===== config.mk =====
export PLATFORM = sky130hd
export DESIGN_NAME = vcache_stat_trigger
export DESIGN_NICKNAME = d
export VERILOG_FILES = /design/src/rtl/vcache_stat_trigger.sv
export SDC_FILE = /design/constraint.sdc
export NUM_CORES = 1
export LEC_CHECK = 0
export CAP_MARGIN = 20
export CORE_MARGIN = 2
export CORE_UTILIZATION = 50
export DETAILED_ROUTE_END_ITERATION = 12
export DONT_BUFFER_PORTS = 1
export PLACE_DENSITY_LB_ADDON = 0.2
export SYNTH_ARGS = -nofsm -noshare
export SYNTH_HDL_FRONTEND = slang
export SYNTH_SLANG_ARGS = --single-unit

===== constraint.sdc =====
create_clock -name clk_i -period 5.2 [get_ports clk_i]
set_input_delay 1.3 -clock clk_i [delete_from_list [all_inputs] [get_ports clk_i]]
set_output_delay 1.3 -clock clk_i [all_outputs]
set_load 0.02 [all_outputs]

===== src/rtl/vcache_stat_trigger.sv =====
// vcache_stat_trigger
// Watches accepted stores at the vcache input for the reserved print-stat
// address, queues their data as stat tags, waits a drain window so in-flight
// responses can retire, then broadcasts a one-cycle print_stat pulse with the
// tag. Also owns the free-running global cycle counter used by the profilers.
module vcache_stat_trigger #(
    parameter int                      addr_width_p   = 28,
    parameter int                      data_width_p   = 32,
    parameter logic [addr_width_p-1:0] print_addr_p   = 28'h0FFF_FF0,
    parameter int                      els_p          = 2,
    parameter int                      drain_cycles_p = 4,
    parameter int                      gap_cycles_p   = 2
) (
    input  logic                         clk_i,
    input  logic                         reset_n_i,
    input  logic                         en_i,
    input  logic                         cache_v_i,
    input  logic                         cache_ready_i,
    input  logic                         cache_st_i,
    input  logic [addr_width_p-1:0]      cache_addr_i,
    input  logic [data_width_p-1:0]      cache_data_i,
    output logic [31:0]                  global_ctr_o,
    output logic                         print_stat_v_o,
    output logic [data_width_p-1:0]      print_stat_tag_o,
    output logic [$clog2(els_p+1)-1:0]   pending_o,
    output logic [7:0]                   drop_count_o
);

    localparam int ptr_w_lp     = $clog2(els_p);
    localparam int cnt_w_lp     = $clog2(els_p + 1);
    localparam int timer_max_lp = (drain_cycles_p > gap_cycles_p) ? drain_cycles_p : gap_cycles_p;
    localparam int timer_w_lp   = (timer_max_lp < 2) ? 1 : $clog2(timer_max_lp + 1);

    typedef enum logic [1:0] {
        IDLE  = 2'd0,
        DRAIN = 2'd1,
        FIRE  = 2'd2,
        GAP   = 2'd3
    } state_e;

    state_e                   state_q, state_d;
    logic [timer_w_lp-1:0]    timer_q, timer_d;

    logic [31:0]              global_ctr_q;
    logic [data_width_p-1:0]  tag_q;
    logic [data_width_p-1:0]  mem_q [els_p];
    logic [ptr_w_lp-1:0]      wptr_q, rptr_q;
    logic [cnt_w_lp-1:0]      count_q;
    logic [7:0]               drop_q;

    logic                     trigger;
    logic                     full;
    logic                     pop;
    logic                     push_ok;
    logic                     dropped;

    assign trigger = cache_v_i & cache_ready_i & cache_st_i & (cache_addr_i == print_addr_p);
    assign full    = (count_q == cnt_w_lp'(els_p));
    assign pop     = (state_q == FIRE);
    assign push_ok = trigger & (~full | pop);
    assign dropped = trigger & full & ~pop;

    // Free-running cycle counter, gated by the global enable, wraps naturally.
    always_ff @(posedge clk_i) begin
        if (!reset_n_i) begin
            global_ctr_q <= '0;
        end else if (en_i) begin
            global_ctr_q <= global_ctr_q + 32'd1;
        end
    end

    // Pending-tag FIFO plus saturating drop counter; a pop frees room for a same-cycle push.
    always_ff @(posedge clk_i) begin
        if (!reset_n_i) begin
            for (int i = 0; i < els_p; i++) begin
                mem_q[i] <= '0;
            end
            wptr_q  <= '0;
            rptr_q  <= '0;
            count_q <= '0;
            drop_q  <= '0;
        end else begin
            if (push_ok) begin
                mem_q[wptr_q] <= cache_data_i;
                wptr_q        <= wptr_q + ptr_w_lp'(1);
            end
            if (pop) begin
                rptr_q <= rptr_q + ptr_w_lp'(1);
            end
            if (push_ok && !pop) begin
                count_q <= count_q + cnt_w_lp'(1);
            end else if (pop && !push_ok) begin
                count_q <= count_q - cnt_w_lp'(1);
            end
            if (dropped && (drop_q != 8'hFF)) begin
                drop_q <= drop_q + 8'd1;
            end
        end
    end

    // State register; the tag register captures the FIFO head on entry to FIRE.
    always_ff @(posedge clk_i) begin
        if (!reset_n_i) begin
            state_q <= IDLE;
            timer_q <= '0;
            tag_q   <= '0;
        end else begin
            state_q <= state_d;
            timer_q <= timer_d;
            if (state_d == FIRE) begin
                tag_q <= mem_q[rptr_q];
            end
        end
    end

    // Next-state logic: wait for a queued tag, drain, fire once, then enforce the idle gap.
    always_comb begin
        state_d = state_q;
        timer_d = timer_q;
        case (state_q)
            IDLE: begin
                if (count_q != '0) begin
                    if (drain_cycles_p == 0) begin
                        state_d = FIRE;
                    end else begin
                        state_d = DRAIN;
                        timer_d = timer_w_lp'(drain_cycles_p);
                    end
                end
            end
            DRAIN: begin
                if (timer_q == timer_w_lp'(1)) begin
                    state_d = FIRE;
                end else begin
                    timer_d = timer_q - timer_w_lp'(1);
                end
            end
            FIRE: begin
                if (gap_cycles_p == 0) begin
                    state_d = IDLE;
                end else begin
                    state_d = GAP;
                    timer_d = timer_w_lp'(gap_cycles_p);
                end
            end
            GAP: begin
                if (timer_q == timer_w_lp'(1)) begin
                    state_d = IDLE;
                end else begin
                    timer_d = timer_q - timer_w_lp'(1);
                end
            end
            default: begin
                state_d = IDLE;
            end
        endcase
    end

    assign global_ctr_o     = global_ctr_q;
    assign print_stat_v_o   = (state_q == FIRE);
    assign print_stat_tag_o = tag_q;
    assign pending_o        = count_q;
    assign drop_count_o     = drop_q;

endmodule


After elaboration in Yosys (flattened, before gate mapping)
Memories as Yosys holds them, arrays and structs flattened. A register that Yosys moved wholly into a read port is not among the register bits.
Cells that the tools add are included.
Storage, ports and cells
  register bits after elaboration: 49
  memory bits (writable): 64
  input bits: 66
  logic and storage cells: 62
  memories kept: 1
Cells by class
  add/subtract/negate cells: 7
  eq/ne operators: 10
  mux-type cells: 16
  bitwise gates (word level): 9
  reductions and logical operators: 12
Memories
  mem_q: words 2, width 32, rd ports 1, clocked after memory_dff 1, wr ports 2, RTL line 46  | logic [data_width_p-1:0] mem_q [els_p];
Operators by type and width (number)
  32-bit by 1-bit adder with 32-bit output (second input constant): 1
  32-bit 2-to-1 mux: 1
  32-bit OR reduction: 1
  28-bit by 24-bit == test with 1-bit output (second input constant): 1
  2-bit 2-to-1 mux: 5
  3-bit one-hot mux with 3 select lines: 1
  8-bit by 1-bit adder with 8-bit output (second input constant): 1
  2-bit == test (second input constant): 4
  8-bit != test (second input constant): 1
  2-bit one-hot mux with 4 select lines: 1
  1-bit AND: 6
  1-bit 2-to-1 mux: 6
  3-bit 2-to-1 mux: 2
  2-bit != test (second input constant): 2
  2-bit nonzero test: 2
  3-bit by 1-bit == test with 1-bit output (second input constant): 1
  1-bit logical AND: 3
  1-bit logical NOT: 3
  3-bit by 1-bit subtractor with 3-bit output (second input constant): 1
  1-bit adder (second input constant): 2
  2-bit by 1-bit adder with 2-bit output (second input constant): 1
  2-bit by 1-bit == test with 1-bit output (second input constant): 1
  2-bit logical NOT: 1
  1-bit inverter: 2
  4 further kinds: 4

Longest topological paths before layout
  depth after elaboration: 9
  gate-level depth with buffers: 9
  gate-level depth less buffers: 7

Least setup slack after synthesis
Ideal clock, no wire load.
  kind: input to register
  start point: input cache_addr_i[1]
  end point: memory mem_q[0][0] (enable)
  setup time: 0.470 ns
  arrival: 4.570 ns
  slack: 0.161 ns
  cell stages on the path: 4
  path through: or4_4 -> nor4_4 -> nand2_1 -> o31ai_1
RTL lines
  from (decl): RTL line 20  | input logic [addr_width_p-1:0] cache_addr_i,
  to (decl): RTL line 46

==> impl_metrics.yaml <==
synthesis:
  avgSynthCellArea_um2: 11.13
  yosysUniqueCellTypes: 39
  synth_area_leaders: "edfxtp_1 32%, dfxtp_1 27%, and2_1 6.7%"
  syn_inst: 543
  ys_ff_latch: 145
  netlist_area_mm2: 0.006042
  synthDominantCellAreaShare: 0.3181
  syn_nets: 614
  synth_top_area_cell: "edfxtp_1"
  yosys_warnings: 0
  ys_seq_area_frac: 0.5865
clock_network:
  cts_resized: 0
  cts_buffer_depth: 2
  cts_hold_buf: 0
  clk_pin_slew_ns: 0.06
  h-tree-depth: 4
  clock_sinks: 145
  postCtsSetupBuffers: 0
  cts-root-buf: "clkbuf_16"
  clock_latency_ns: 0.42
  cts_tree: "done"
  cts_made_buffers: 17
grt:
  grt_pass1_vias: 3859
  grt_max_degree: 82
  antenna_found_initial: 0
  gr-total-overflow: 0
  grt_pass1_wl_um: 19180
  track_usage: 0.1910
cells_and_area:
  fin_util: 0.5723
  final_area_mm2: 0.006817
  finalNonFillerCells: 699
  num-fill-cells: 1023
  n_antenna_cell: 0
  syn2layout_area_growth_pct: 12.82
  nets: 610
  layout-drive-gt1-share: 0.09601
floorplan:
  start_util: 0.5072
  die_area_mm2: 0.01298
  rows: 40
  io_pins: 141
  die_h_um: 113.9
  core_mm2: 0.01191
  fp.dieW_um: 113.9
sta:
  clock_skew_ns: 0.008239
  finalMaxSlewViolations: 0
  max_freq_ghz: 0.3219
  finalSetupTns_ns: 0
  fin_crit_sh: 0.5975
  slew_headroom: 0.2719
  finalSetupViolCount: 0
  finalHoldViolations: 0
  rsz0062_at_grt: "no"
  worst-slew-pin-transition_ns: 1.092
  whs_ns: 0.4999
  min_period_ns: 3.107
  layout_setup_ws_ns: 2.093
outcome:
  outcome: "finished, final reports clean"
setup_path:
  crit_start: "cache_addr_i[1]"
  critPathKind: "in2reg"
  end_kind: "register"
  crit_fanout: 32
  cp_slowest_cell: "and3_1"
  r2r-start: "state_q[1]$_SDFF_PN0_"
  rr_endpoint: "mem_q[1][31]$_SDFFCE_PN0P_"
  start_kind: "input pin"
  worstRegToRegCells: 5
  reg2reg_slack_ns: 2.75
  cp.arrival_ns: 3.39
  required_ns: 5.48
  crit_end: "mem_q[1][31]$_SDFFCE_PN0P_"
  path_cells: "or4_4, nor4_4, and3b_2, and3_1, and2_1"
  cpPeakStageDelay_ns: 0.84
drt:
  first_iter_violations: 160
  dr.pass1.iters: 4
  vias_per_cell: 5.601
  drc: 0
  wire_per_inst_um: 16.89
  vias: 3915
  drt_wl_total_um: 11810
  ant_nets: 0
placement:
  place_inst: 667
  dp_slack_ns: 1.607
  placed_area_mm2: 0.006183
  dpl.hpwl_um: 7388
  gp_congestion: 0.7844
  numPortBuffers: 0
pwr:
  p_leak_nw: 2.309
  power_mw: 2.535
  power_density_mw_per_mm2: 371.9
  ir_drop_uv: 265.2
hold_path:
  whs_path_depth: 2
  hp-class: "reg2reg"
flow_run:
  cap_violations: 0
## synth_stat cells (all sizes together)
cell and count:
dfxtp 81, nor2 74, and2 65, edfxtp 64, mux2i 33, a211oi 32
xor2 30, clkbuf 23, nand2 19, nand4 18, nand3 15, o21ai 12
a21oi 11, and3 9, or3 8, buf 7, inv 7, ha 5
xnor2 5, nor3 4, nor4 4, nand4b 3, and3b 2, and4 2
o31ai 2, or4 2, a31oi 1, nand2b 1, nand3b 1, o2111ai 1
o41ai 1, or3b 1
## worst min path at each step
| stage | slack [ns] | start | end |
|---|---|---|---|
| after CTS | 0.50 | timer_q[1]$_SDFFE_PN0P_ | timer_q[1]$_SDFFE_PN0P_ |
| after global routing | 0.53 | timer_q[1]$_SDFFE_PN0P_ | timer_q[1]$_SDFFE_PN0P_ |
| after global placement | 0.47 | timer_q[1]$_SDFFE_PN0P_ | timer_q[1]$_SDFFE_PN0P_ |
| after floorplan | 0.45 | timer_q[1]$_SDFFE_PN0P_ | timer_q[1]$_SDFFE_PN0P_ |
| after detailed placement | 0.49 | timer_q[1]$_SDFFE_PN0P_ | timer_q[1]$_SDFFE_PN0P_ |
| final | 0.50 | timer_q[1]$_SDFFE_PN0P_ | timer_q[1]$_SDFFE_PN0P_ |
## logic make-up after synthesis
kind of cell	count (synthesis)	share of synthesized area
muxes	33	0.05467
xor gates and xnor gates	35	0.05073
AOI/OAI and AO/OA	60	0.06627
buffers and inverters	37	0.02526
adders and majority gates	5	0.01035
DFF	145	0.5865
and+or+nand+nor	228	0.2063
## critical path, delay by kind of cell
family,cells,cell delay (ns)
AND/OR/NAND/NOR,5,2.08
## layout make-up
class	count	area, um^2	area share
multi-input cells	361	2376	0.3486
well taps	147	183.9	0.02698
flip-flops and latches	145	3545	0.5200
clock inverters	11	152.6	0.02239
clock buffers	21	480.5	0.07048
inverters	7	26.28	0.003855
repair buffers	7	52.55	0.007709
## power breakdown
| part | total, mW | internal, mW | switching, mW |
|---|---|---|---|
| clock | 1.28 | 0.808 | 0.471 |
| sequential | 1.22 | 1.21 | 0.00959 |
| combinational | 0.0366 | 0.00982 | 0.0268 |
## flip-flops by register name, summed over array words and instances, names as in the netlist
signal,count
drop_count_o,8
global_ctr_o,32
mem_q,64
pending_o,2
print_stat_tag_o,32
rptr_q,1
state_q,2
timer_q,3
wptr_q,1
## layer usage
| layer | part of all wire | wire length (um) | up-vias | global-route usage |
|---|---|---|---|---|
| li1 | - | - | 1913 | - |
| met1 | 0.42 | 5006 | 1903 | 0.2289 |
| met2 | 0.48 | 5710 | 88 | 0.3052 |
| met3 | 0.077 | 905 | 11 | 0.07651 |
| met4 | 0.016 | 185 | 0 | 0.08293 |
| met5 | 0 | 0 | - | 0 |
## layout by cell type (no fill, tap or decap), types with 4 or more instances in the layout
cell type	netlist	layout
dfxtp_1	81	80
nor2_1	74	73
and2_1	65	65
edfxtp_1	64	64
mux2i_1	33	33
a211oi_1	32	32
xor2_1	30	30
nand2_1	19	19
nand4_1	18	18
clkbuf_16	0	17
nand3_1	15	15
o21ai_0	12	12
a21oi_1	11	11
and3_1	9	9
or3_1	8	8
buf_4	0	7
inv_1	6	6
xnor2_1	5	5
ha_1	5	5
nor3_1	4	4
clkbuf_8	0	4
Note: power is estimated with default switching activity, not from simulation.
